File: src/rtl/polaris_bus_arbiter.sv
// Two-master (instruction / data) to single-slave bus arbiter with alternating
// priority on contention, direct hand-over on acknowledge, and a no-ack timeout.
module polaris_bus_arbiter #(
    parameter int unsigned TMO_CYCLES = 255
) (
    input  logic        clk_i,
    input  logic        reset_i,

    input  logic [63:0] iadr_i,
    input  logic [1:0]  isiz_i,
    output logic        iack_o,
    output logic [31:0] idat_o,
    output logic        ierr_o,

    input  logic [63:0] dadr_i,
    input  logic [1:0]  dsiz_i,
    input  logic        dwe_i,
    input  logic [63:0] ddat_i,
    output logic        dack_o,
    output logic [63:0] ddat_o,
    output logic        derr_o,

    output logic [63:0] xadr_o,
    output logic [1:0]  xsiz_o,
    output logic        xwe_o,
    output logic [63:0] xdat_o,
    input  logic [63:0] xdat_i,
    input  logic        xack_i,

    output logic [1:0]  gnt_o
);

    // State encoding doubles as the gnt_o diagnostic value.
    typedef enum logic [1:0] {
        IDLE = 2'b00,
        IGNT = 2'b01,
        DGNT = 2'b10
    } state_t;

    localparam logic [7:0] TMO_LAST = 8'(TMO_CYCLES - 1);

    state_t     state_q, state_d;
    logic       last_d_q, last_d_d;     // 1: D master owned the bus last
    logic [7:0] cnt_q, cnt_d;
    logic       ireq, dreq;
    logic       tmo_hit;

    assign ireq = (isiz_i != 2'b00);
    assign dreq = (dsiz_i != 2'b00);

    always_ff @(posedge clk_i or negedge reset_i) begin
        if (!reset_i) begin
            state_q  <= IDLE;
            last_d_q <= 1'b0;
            cnt_q    <= 8'd0;
        end else begin
            state_q  <= state_d;
            last_d_q <= last_d_d;
            cnt_q    <= cnt_d;
        end
    end

    // Priority inside a grant: ack, then owner withdrawal, then timeout.
    always_comb begin
        state_d  = state_q;
        last_d_d = last_d_q;
        cnt_d    = 8'd0;
        tmo_hit  = 1'b0;
        unique case (state_q)
            IDLE: begin
                if (ireq && dreq) begin
                    state_d = last_d_q ? IGNT : DGNT;
                end else if (ireq) begin
                    state_d = IGNT;
                end else if (dreq) begin
                    state_d = DGNT;
                end
            end
            IGNT: begin
                if (xack_i) begin
                    last_d_d = 1'b0;
                    if (dreq) begin
                        state_d = DGNT;
                    end else if (ireq) begin
                        state_d = IGNT;
                    end else begin
                        state_d = IDLE;
                    end
                end else if (!ireq) begin
                    last_d_d = 1'b0;
                    state_d  = IDLE;
                end else if (cnt_q == TMO_LAST) begin
                    last_d_d = 1'b0;
                    tmo_hit  = 1'b1;
                    state_d  = IDLE;
                end else begin
                    cnt_d = cnt_q + 8'd1;
                end
            end
            DGNT: begin
                if (xack_i) begin
                    last_d_d = 1'b1;
                    if (ireq) begin
                        state_d = IGNT;
                    end else if (dreq) begin
                        state_d = DGNT;
                    end else begin
                        state_d = IDLE;
                    end
                end else if (!dreq) begin
                    last_d_d = 1'b1;
                    state_d  = IDLE;
                end else if (cnt_q == TMO_LAST) begin
                    last_d_d = 1'b1;
                    tmo_hit  = 1'b1;
                    state_d  = IDLE;
                end else begin
                    cnt_d = cnt_q + 8'd1;
                end
            end
            default: begin
                state_d = IDLE;
            end
        endcase
    end

    // Output mux is purely combinational from the registered owner, so an
    // asynchronous reset silences the slave side in the same cycle.
    always_comb begin
        xadr_o = 64'd0;
        xsiz_o = 2'b00;
        xwe_o  = 1'b0;
        xdat_o = 64'd0;
        iack_o = 1'b0;
        idat_o = 32'd0;
        ierr_o = 1'b0;
        dack_o = 1'b0;
        ddat_o = 64'd0;
        derr_o = 1'b0;
        gnt_o  = state_q;
        unique case (state_q)
            IGNT: begin
                xadr_o = iadr_i;
                xsiz_o = isiz_i;
                iack_o = xack_i;
                idat_o = iadr_i[2] ? xdat_i[63:32] : xdat_i[31:0];
                ierr_o = tmo_hit;
            end
            DGNT: begin
                xadr_o = dadr_i;
                xsiz_o = dsiz_i;
                xwe_o  = dwe_i;
                xdat_o = ddat_i;
                dack_o = xack_i;
                ddat_o = xdat_i;
                derr_o = tmo_hit;
            end
            default: begin
                gnt_o = 2'b00;
            end
        endcase
    end

endmodule

File: config.mk
export PLATFORM = sky130hd
export DESIGN_NAME = polaris_bus_arbiter
export DESIGN_NICKNAME = d
export VERILOG_FILES = /design/src/rtl/polaris_bus_arbiter.sv
export SDC_FILE = /design/constraint.sdc
export NUM_CORES = 1
export LEC_CHECK = 0
export ABC_AREA = 0
export BUFFER_PORTS_ARGS = -buffer_cell sky130_fd_sc_hd__buf_2
export CAP_MARGIN = 15
export CORE_AREA = 2 2 193 195
export DETAILED_ROUTE_END_ITERATION = 7
export DIE_AREA = 0 0 195 197
export GPL_TIMING_DRIVEN = 0
export PLACE_DENSITY = 0.42
export SLEW_MARGIN = 20
export SYNTH_ARGS = -nofsm -noshare
export SYNTH_HDL_FRONTEND = slang
export SYNTH_SLANG_ARGS = --single-unit
export TNS_END_PERCENT = 50
File: constraint.sdc
create_clock -name clk_i -period 2.8 [get_ports clk_i]
set_input_delay 0.84 -clock clk_i [delete_from_list [all_inputs] [get_ports clk_i]]
set_output_delay 0.84 -clock clk_i [all_outputs]
set_load 0.01 [all_outputs]
# == Word level (Yosys, flattened, before mapping) ==
# Index checks and enable logic that the tools add are counted.
# totals
ram_bits,0
in_bits,264
register_bits,11
latchBits,0
output_inout_bits,233
elab_cells,62
romBits,0
n_memories,0
# classes
shift,0
reduce_logical,7
add_sub_neg,1
magnitude_cmp,0
n_div,0
bitwise_logic,0
mux,45
n_mul,0
eq_ne,6
# ops
op,n
two-way mux 64 bit,2
one-hot mux 64 bit (2 select lines),1
two-way mux 32 bit,2
two-way mux 8 bit,5
two-way mux 2 bit,13
two-way mux 1 bit,18
one-hot mux 8 bit (2 select lines),1
inequality test 4 bit (second input constant),3
adder 8 x 1 -> 8 bit (second input constant),1
== test 8 bit (second input constant),1
one-hot mux 2 bit (3 select lines),1
nonzero test 2 bit,3
one-hot mux 2 bit (2 select lines),1
AND reduction 3 bit,1
== test 2 x 1 -> 1 bit (second input constant),1
== test 2 bit (second input constant),1
logical NOT 2 bit,1
one-hot mux 1 bit (2 select lines),1
OR reduction 2 bit,1
logical AND 1 bit,1

# == Logic depth before layout (Yosys ltp) ==
# Gate-level depths: netlist of the first run.
# logic_depth
ltp_word,6
depth_mapped,7
ltp_nobuf,6

# == Worst setup path after synthesis of the first run ==
# Ideal clock, no wire load.
# synth_timing
path_type,register to output
startpoint,register state_q[0]
endpoint,output port ierr_o
n_path_buf,2
setup_slack_ns,0.226
stages_incl_launch_ff,6
arrival_ns,1.734
required_time_ns,1.960
path_cell_list,dfrtp_1 -> inv_1 -> ha_1 -> buf_2 -> clkbuf_1 -> a2111oi_0
# synth_via
elab_chain_cells,3
word_cells_on_any_way,4
classes_between,eq/ne (2); mux (2)
# synth_lines
element,line_no,text
"start, declared",42,"state_t state_q, state_d;"
"start signal, assigned",57,state_q <= state_d;
== test 2 bit,69,unique case (state_q)
two-way mux 1 bit,-,
two-way mux 1 bit *,141,unique case (state_q)
"end, declared",13,"output logic ierr_o,"
# Every way passes the cells marked *; elsewhere a longest branch is shown, timed or not.

# == Worst setup path in the final report of the first run ==
# layout_timing
startpoint,register state_q[1]
endpoint,output port idat_o[13]
# layout_via
elab_chain_cells,2
# layout_lines
element,line_no,text
== test 2 x 1 -> 1 bit,141,
two-way mux 32 bit,141,
"end, declared",12,"output logic [31:0] idat_o,"
# No other way between the ends.

==> flow_summary.ini, run 1 <==
[synth]
avgSynthCellArea_sq_um = 7.04
yosysUniqueCellTypes = 35
synth_seq_cells = 11
yosys_warnings = 0
synth_flop_cell = dfrtp_1
yosysSeqAreaShare_pct = 8.82
synthArstFlopShare_pct = 100
postSynthCellCount = 443
syn_nets = 714
syn_area_sq_um = 3120
synth_edf_count = 0

[die]
core_sq_um = 36300
die_h_um = 197
num_rows = 70
start_util_pct = 8.60
ios = 497
dieWidth_um = 195
die-area_sq_um = 38400

[timing]
slew_headroom_pct = 69.9
rsz0062_at_grt = false
tightest_slew_ns = 0.449
maxClockFrequency_mhz = 365
period_needed_ns = 2.74
worst_slack_ns = 0.0605
timing.hold.ws_ns = 0.471
setup_viol = 0
drv_slew = 0
fin_skew_ns = 0.00397
hold_violations = 0
fin_crit_sh_pct = 97.8

[route]
wl_per_cell_um = 15.4
wl_met3_mm = 1.10
num_vias = 5124
wirelength_mm = 21.8
dr_wl_met2_mm = 10.6
drtIter0Drc = 191
ant_nets = 0
drc = 0
drt_first_pass_iters = 4
viasPerCell = 3.63
m1WireLength_mm = 9.76
top_layer_used = met4

[global_route]
grt_start_max_net_pins = 12
grt_pass1_wl_mm = 30.4
grt_pass1_vias = 4888
antenna_found_initial = 1
grt-ovfl-total = 0
track_usage_pct = 10.3

[finish]
fillers = 4166
fin_area_sq_um = 6520
finalNonFillerCells = 1412
layout_common_cells = buf_2 (500), and2_1 (130), nor2b_1 (96)
synthToLayoutAreaGrowth_pct = 109
final_common_cell = buf_2
fin_nets = 1215
drive_gt1_share_pct = 59.1

[worst_setup_path]
path_max_fanout = 10
crit_family = buffers and inverters
critical_path.startpoint = state_q[1]$_DFFE_PN0P_
cp.depth = 7
endpoint_kind = output pin
worstPathBufferInverterCount = 5
cp.required_ns = 1.96
reg2reg_to = state_q[1]$_DFFE_PN0P_
crit_path_cell_trace = inv_4 -> ha_2 -> buf_12 -> buf_8 -> clkbuf_8 -> nor2b_1 -> buf_2
crit_slowest_cell = dfrtp_2
r2r_setup_slack_ns = 0.91
crit_end = idat_o[13]
crit_type = reg2out
r2r_start = state_q[0]$_DFFE_PN0P_
cp-start-kind = flip-flop
slowest_delay_ns = 0.45
r2r_cells = 7
arrival_ns = 1.90

[clocking]
cts_tree = done
clk_pin_slew_worst_paths_ns = 0.05
clock_sinks = 11
cts-htree-levels = 1
clock_path_buffers = 2
cts_inserted_buffers = 3
insertion_delay_ns = 0.24
holdBufCountCts = 0
cts_root_buf = clkbuf_16

[place]
gp_congestion = 0.852
postPlaceCellArea_sq_um = 6180
hpwl_mm = 18.8
place_ws_ns = -0.669
portBuffers = 495
dp_cells = 1406

[job]
max_cap_violations = 0

[power]
internal_power_mw = 2.46
p_comb_share_pct = 90.3
switching_share_pct = 51.7
p_seq_share_pct = 4.4
p_per_area_nw_per_um2 = 783
irDropWorstVdd_uv = 235
leakage_nw = 3.66
total_power_mw = 5.10
switching_power_mw = 2.64
power_frac_clock_pct = 5.3

[min_path]
min_path_type = in2async

[outcome]
status = completed
-- worst register-to-register path: stages, from the launching register on --
cell and delay, ns:
dfrtp_2 0.44, inv_2 0.13, ha_4 0.18, buf_4 0.12, or3b_1 0.35, a31oi_1 0.20, o22ai_1 0.13, a221oi_2 0.24
-- cell families (layout without fill, tap and decap cells) --
kind of cell	after synthesis	in the layout	share of synthesized area, %
AND/OR/NAND/NOR	259	259	50.9
AO/OA/AOI/OAI	78	78	18.8
buffers and inverters	49	549	6.34
multiplexers	33	33	10.6
flip-flops	11	11	8.82
adder cells (fa/ha/maj)	7	7	2.81
XOR/XNOR	6	6	1.68
other	0	1	0
-- through the flow --
| stage | setup TNS (ns) | utilization, % |
|---|---|---|
| 2_1_floorplan | 0 | - |
| 3_3_place_gp | -80.84 | 17.0 |
| 3_5_place_dp | -77.34 | 17.0 |
| 4_1_cts | -0.0145 | 17.8 |
| 5_1_grt | 0 | 18.0 |
| 6_report | 0 | 18.0 |
-- synthesized netlist by cell type, types with 2 or more instances --
cell      count  area (sq um)
dfrtp_1      11           275
mux2i_1      32           320
clkbuf_1     35           131
and2_1      130           813
nor2b_1      98           613
o21ai_0       3          15.0
a22oi_1      66           495
buf_2         8          40.0
nor3_1        2          10.0
nor2_1       13          48.8
inv_1         4          15.0
ha_1          7          87.6
xor2_1        5          43.8
o22ai_1       2          12.5
nand2_1       2          7.51
nand3_1       5          25.0
nand2b_1      2          12.5
-- flip-flops by register name, indices dropped and copies added (netlist names) --
name / count
state_q: 2
cnt_q: 8
last_d_q: 1
-- worst min-delay path by stage --
stage | start | to | slack [ns] | depth (start not counted)
2_1_floorplan | cnt_q[0]$_DFF_PN0_ | cnt_q[0]$_DFF_PN0_ | 0.49 | 1
3_3_place_gp | cnt_q[5]$_DFF_PN0_ | cnt_q[5]$_DFF_PN0_ | 0.53 | 2
3_5_place_dp | cnt_q[0]$_DFF_PN0_ | cnt_q[0]$_DFF_PN0_ | 0.53 | 1
4_1_cts | reset_i | last_d_q$_DFFE_PN0P_ | 0.48 | 1
5_1_grt | reset_i | last_d_q$_DFFE_PN0P_ | 0.49 | 1
6_report | reset_i | cnt_q[0]$_DFF_PN0_ | 0.47 | 1
-- repair_timing --
| action | 4_1_cts | 5_1_grt |
|---|---|---|
| endpoints found under the setup margin | 229 | 145 |
| endpoints found under the hold margin | 0 | 0 |
| cloned | 0 | 0 |
| buffers inserted | 0 | 1 |
| gates resized for setup | 79 | 27 |
| pin swaps | 0 | 1 |
-- power groups by stage --
stage	sequential (mW)	clock (mW)	combinational, mW
global placement	0.216	0	4.36
CTS	0.220	0.272	4.65
detailed placement	0.216	0	4.35
global route	0.229	0.280	5.06
floorplan	0.207	0	2.38
finish	0.225	0.269	4.61
-- area by class of cell --
type / instances / area [sq um] / share of cell area (%)
Antenna cell: 1 / 2.50 / 0.0384
Multi-Input combinational cell: 383 / 2700 / 41.5
Buffer: 45 / 363 / 5.57
Timing Repair Buffer: 496 / 2490 / 38.2
Sequential cell: 11 / 278 / 4.26
Inverter: 4 / 17.5 / 0.269
Clock buffer: 4 / 78.8 / 1.21
Tap cell: 468 / 586 / 8.99
-- layer usage --
metal  track usage, %  vias up
li1                 -     2511
met1             14.0     2378
met2             17.8      219
met3             1.11       16
met4             2.01        0
met5                0        -
No activity file was read; power rests on OpenSTA's default activity.
==> run 2: changes to the inputs <==
--- a/config.mk
+++ b/config.mk
@@ -12,6 +12,7 @@
 export DETAILED_ROUTE_END_ITERATION = 7
 export DIE_AREA = 0 0 195 197
 export GPL_TIMING_DRIVEN = 0
+export MAX_ROUTING_LAYER = met4
 export PLACE_DENSITY = 0.42
 export SLEW_MARGIN = 20
 export SYNTH_ARGS = -nofsm -noshare
==> run 2 against run 1 <==
Combinational power barely moved. Register-to-register slack barely moved. Non-clock buffer count did not move. Clock skew barely moved. Utilization barely moved. Critical path type is now in2out.
==> flow_summary.ini, run 2 (same netlist as run 1, synthesis figures left out) <==
[outcome]
status = completed

[die]
num_rows = 70
die_h_um = 197
core_sq_um = 36300
start_util_pct = 8.60
dieWidth_um = 195
ios = 497
die-area_sq_um = 38400

[clocking]
cts_tree = done
holdBufCountCts = 0
cts_root_buf = clkbuf_16
insertion_delay_ns = 0.24
clock_path_buffers = 2
clock_sinks = 11
cts_inserted_buffers = 3
clk_pin_slew_worst_paths_ns = 0.05
cts-htree-levels = 1

[global_route]
grt-ovfl-total = 0
grt_pass1_vias = 4889
grt_pass1_wl_mm = 30.3
grt_start_max_net_pins = 12
track_usage_pct = 10.6
antenna_found_initial = 1

[route]
drtIter0Drc = 185
wirelength_mm = 21.8
wl_per_cell_um = 15.4
num_vias = 5159
viasPerCell = 3.65
drc = 0
ant_nets = 0
drt_first_pass_iters = 4

[job]
max_cap_violations = 0

[worst_setup_path]
arrival_ns = 1.91
cp-start-kind = input pin
reg2reg_to = state_q[1]$_DFFE_PN0P_
r2r_start = state_q[0]$_DFFE_PN0P_
critical_path.startpoint = iadr_i[2]
r2r_cells = 7
crit_type = in2out
endpoint_kind = output pin
path_max_fanout = 10
crit_end = idat_o[4]
cp.required_ns = 1.96
r2r_setup_slack_ns = 0.91

[power]
leakage_nw = 3.66
p_per_area_nw_per_um2 = 784
irDropWorstVdd_uv = 235

[timing]
maxClockFrequency_mhz = 363
fin_skew_ns = 0.00394
setup_viol = 0
hold_violations = 0
drv_slew = 0
slew_headroom_pct = 69.9
tightest_slew_ns = 0.450
rsz0062_at_grt = false
period_needed_ns = 2.75
fin_crit_sh_pct = 98.3
timing.hold.ws_ns = 0.471

[finish]
drive_gt1_share_pct = 59.1
largestRegisters = cnt_q x8, state_q x2, last_d_q x1
final_common_cell = buf_2
synthToLayoutAreaGrowth_pct = 109
layout_common_cells = buf_2 (500), and2_1 (130), nor2b_1 (96)
fin_nets = 1215
fin_area_sq_um = 6520
largest_register_ffs = 8
regMostFlops = cnt_q

[place]
postPlaceCellArea_sq_um = 6180
gp_congestion = 0.866
hpwl_mm = 18.8
portBuffers = 495

[min_path]
min_path_type = in2async
==> run 2: cell count changes in the layout (fill, tap and decap cells not counted) <==
cell     previous run  this run
diode_2             1         2
==> run 2: through the flow <==
| step | util [%] | total power [mW] | std cells | setup TNS, ns | setup slack, ns |
|---|---|---|---|---|---|
| 2_1_floorplan | - | 2.58 | 443 | 0 | 0.226 |
| 3_3_place_gp | 17.0 | 4.58 | 1406 | -80.84 | -0.669 |
| 3_5_place_dp | 17.0 | 4.56 | 1406 | -77.34 | -0.669 |
| 4_1_cts | 17.8 | 5.14 | 1410 | -0.0145 | -0.0145 |
| 5_1_grt | 18.0 | 5.57 | 1411 | 0 | 0.000579 |
| 6_report | 18.0 | 5.11 | 1413 | 0 | 0.0488 |
==> run 2: worst min-delay path by stage <==
| stage | endpoint | slack [ns] | cells past startpoint |
|---|---|---|---|
| after global placement | cnt_q[5]$_DFF_PN0_ | 0.53 | 2 |
| after floorplan | cnt_q[0]$_DFF_PN0_ | 0.49 | 1 |
| after CTS | last_d_q$_DFFE_PN0P_ | 0.48 | 1 |
| after detailed placement | cnt_q[0]$_DFF_PN0_ | 0.53 | 1 |
| after global routing | last_d_q$_DFFE_PN0P_ | 0.49 | 1 |
| final | cnt_q[0]$_DFF_PN0_ | 0.47 | 1 |
==> run 2: what timing repair did <==
action | 4_1_cts | 5_1_grt
endpoints found under the hold margin | 0 | 0
pin swaps | 0 | 1
resized for setup | 79 | 27
endpoints found under the setup margin | 229 | 144
setup buffers | 0 | 1
==> run 2: worst max-delay path, cell delays in order <==
cell	delay (ns)
buf_2	0.20
clkbuf_4	0.30
mux2i_1	0.33
nor2b_1	0.08
buf_2	0.15
==> run 2: routing by layer <==
metal / part of all wire, % / wire length, um / global-route usage (%) / up-vias
met1: 44 / 9620 / 14.0 / 2404
met2: 49 / 10700 / 17.9 / 227
met5: 0 / 0 / - / -
li1: - / - / - / 2510
met4: 1.1 / 246 / 1.75 / 0
met3: 5.6 / 1230 / 1.11 / 18
==> run 2: area by class of cell <==
class / count / area, sq um
repair buffers: 496 / 2490
flip-flops and latches: 11 / 278
inverters: 4 / 17.5
well taps: 468 / 586
plain buffers: 45 / 363
clock buffers: 4 / 78.8
diodes: 2 / 5.00
multi-input cells: 383 / 2700
fillers: 4166 / 29700
==> run 2: power breakdown <==
part	switching [mW]	total, mW	internal [mW]	leakage (nW)
clock	0.0773	0.269	0.192	0.0382
combinational	2.53	4.61	2.09	3.48
sequential	0.0378	0.225	0.187	0.147
==> run 3: changes to the inputs <==
--- a/config.mk
+++ b/config.mk
@@ -14,6 +14,7 @@
 export GPL_TIMING_DRIVEN = 0
 export MAX_ROUTING_LAYER = met4
 export PLACE_DENSITY = 0.42
+export REMOVE_ABC_BUFFERS = 1
 export SLEW_MARGIN = 20
 export SYNTH_ARGS = -nofsm -noshare
 export SYNTH_HDL_FRONTEND = slang
==> run 3 against run 2 <==
Highest routed layer unchanged. Sequential share of layout area is 0.060 points higher. Die area is the same. Utilization down 0.25 points. Maximum frequency up 0.65%. Largest power group unchanged. Critical path depth decreased by 1. Clock power about the same. Sequential cell count did not move. Worst setup slack improved by 0.018 ns. Final area fell by 1.4%. Worst hold slack worse by 0.0064 ns. Clock skew is 0.0013 ns lower. Via count decreased by 1.2%.
==> flow_summary.ini, run 3 (same netlist as run 1, synthesis figures left out) <==
[outcome]
status = completed

[timing]
fin_crit_sh_pct = 97.6
slew_headroom_pct = 62.5
worst_slack_ns = 0.0665
rsz0062_at_grt = false
period_needed_ns = 2.73
hold_violations = 0
maxClockFrequency_mhz = 366
setup_viol = 0
drv_slew = 0
fin_skew_ns = 0.00260
tightest_slew_ns = 0.563

[place]
gp_congestion = 0.756
place_ws_ns = -0.253
postPlaceCellArea_sq_um = 6120
dp_cells = 1365
portBuffers = 496
hpwl_mm = 17.6

[worst_setup_path]
path_max_fanout = 33
crit_slowest_cell = buf_4
crit_family = buffers and inverters
slowest_delay_ns = 0.46
arrival_ns = 1.89
endpoint_kind = output pin
crit_type = in2out
crit_path_cell_trace = buf_4 -> mux2i_1 -> nor2b_1 -> buf_2
worstPathBufferInverterCount = 2
cp-start-kind = input pin
cp.required_ns = 1.96

[clocking]
insertion_delay_ns = 0.25
cts_tree = done
clk_pin_slew_worst_paths_ns = 0.04
cts_inserted_buffers = 3
cts_root_buf = clkbuf_16
holdBufCountCts = 0
cts-htree-levels = 1
clock_sinks = 11
clock_path_buffers = 2

[min_path]
min_path_type = in2async

[global_route]
grt_pass1_vias = 4816
grt-ovfl-total = 0
grt_start_max_net_pins = 75
track_usage_pct = 10.6
antenna_found_initial = 10
grt_pass1_wl_mm = 30.1

[power]
p_per_area_nw_per_um2 = 777
leakage_nw = 3.56
irDropWorstVdd_uv = 679

[route]
viasPerCell = 3.67
ant_nets = 0
wl_per_cell_um = 16.1
wirelength_mm = 22.4
drt_first_pass_iters = 4
drc = 0
num_vias = 5097
drtIter0Drc = 243

[finish]
drive_gt1_share_pct = 57.9
fin_nets = 1184
finalNonFillerCells = 1389
synthToLayoutAreaGrowth_pct = 106
largestRegisters = cnt_q x8, state_q x2, last_d_q x1
layout_common_cells = buf_2 (495), and2_1 (130), nor2b_1 (98)
regMostFlops = cnt_q
fin_area_sq_um = 6430
largest_register_ffs = 8
final_common_cell = buf_2

[die]
core_sq_um = 36300
ios = 497
dieWidth_um = 195
num_rows = 70
die-area_sq_um = 38400
die_h_um = 197
start_util_pct = 8.60

[job]
max_cap_violations = 0
-- run 3: report_power, final --
part	switching (mW)	internal (mW)	leakage [nW]
clock network	0.0813	0.190	0.0409
registers	0.0395	0.187	0.147
logic	2.45	2.05	3.38
total	2.57	2.42	3.56
-- run 3: timing repair --
item	in CTS	in global routing
endpoints found under the setup margin	184	59
endpoints found under the hold margin	0	0
setup buffers	8	1
cloned	0	2
pin swaps	2	0
resized for setup	7	6
-- run 3: final timing paths --
path | startpoint | end | slack [ns] | cells past startpoint
max reg2reg | state_q[0]$_DFFE_PN0P_ | state_q[1]$_DFFE_PN0P_ | 0.79 | 7
min reg2reg | cnt_q[5]$_DFF_PN0_ | cnt_q[5]$_DFF_PN0_ | 0.54 | 2
min | reset_i | cnt_q[0]$_DFF_PN0_ | 0.46 | 1
max | iadr_i[2] | idat_o[0] | 0.07 | 4
max in group asynchronous | reset_i | state_q[0]$_DFFE_PN0P_ | 2.10 | 1
min in group clk_i | cnt_q[5]$_DFF_PN0_ | cnt_q[5]$_DFF_PN0_ | 0.54 | 2
-- run 3: layer usage --
metal	vias up	global-route usage, %	routed length, um
met2	253	18.7	11100
met3	17	1.52	1290
li1	2457	-	-
met1	2370	12.9	9670
met5	-	-	0
met4	0	1.75	346
-- run 3: final cells by class --
| type | count | area [sq um] |
|---|---|---|
| multi-input combinational | 383 | 2710 |
| antenna | 9 | 22.5 |
| inverter | 4 | 17.5 |
| timing repair buffer | 510 | 2740 |
| fill | 4158 | 29800 |
| clock buffer | 3 | 75.1 |
| clock inverter | 1 | 5.00 |
| sequential | 11 | 278 |
| tap | 468 | 586 |
-- run 3: stage by stage --
| stage | hold slack (ns) | power [mW] | util [%] | setup TNS [ns] |
|---|---|---|---|---|
| 6_report | 0.464 | 4.99 | 17.7 | 0 |
| 4_1_cts | 0.476 | 4.90 | 17.4 | -0.0477 |
| 5_1_grt | 0.487 | 5.42 | 17.7 | 0 |
| 3_5_place_dp | 0.533 | 4.28 | 16.9 | -4.81 |
| 2_1_floorplan | 0.494 | 2.50 | - | -363.30 |
| 3_3_place_gp | 0.525 | 3.63 | 16.6 | -792.56 |
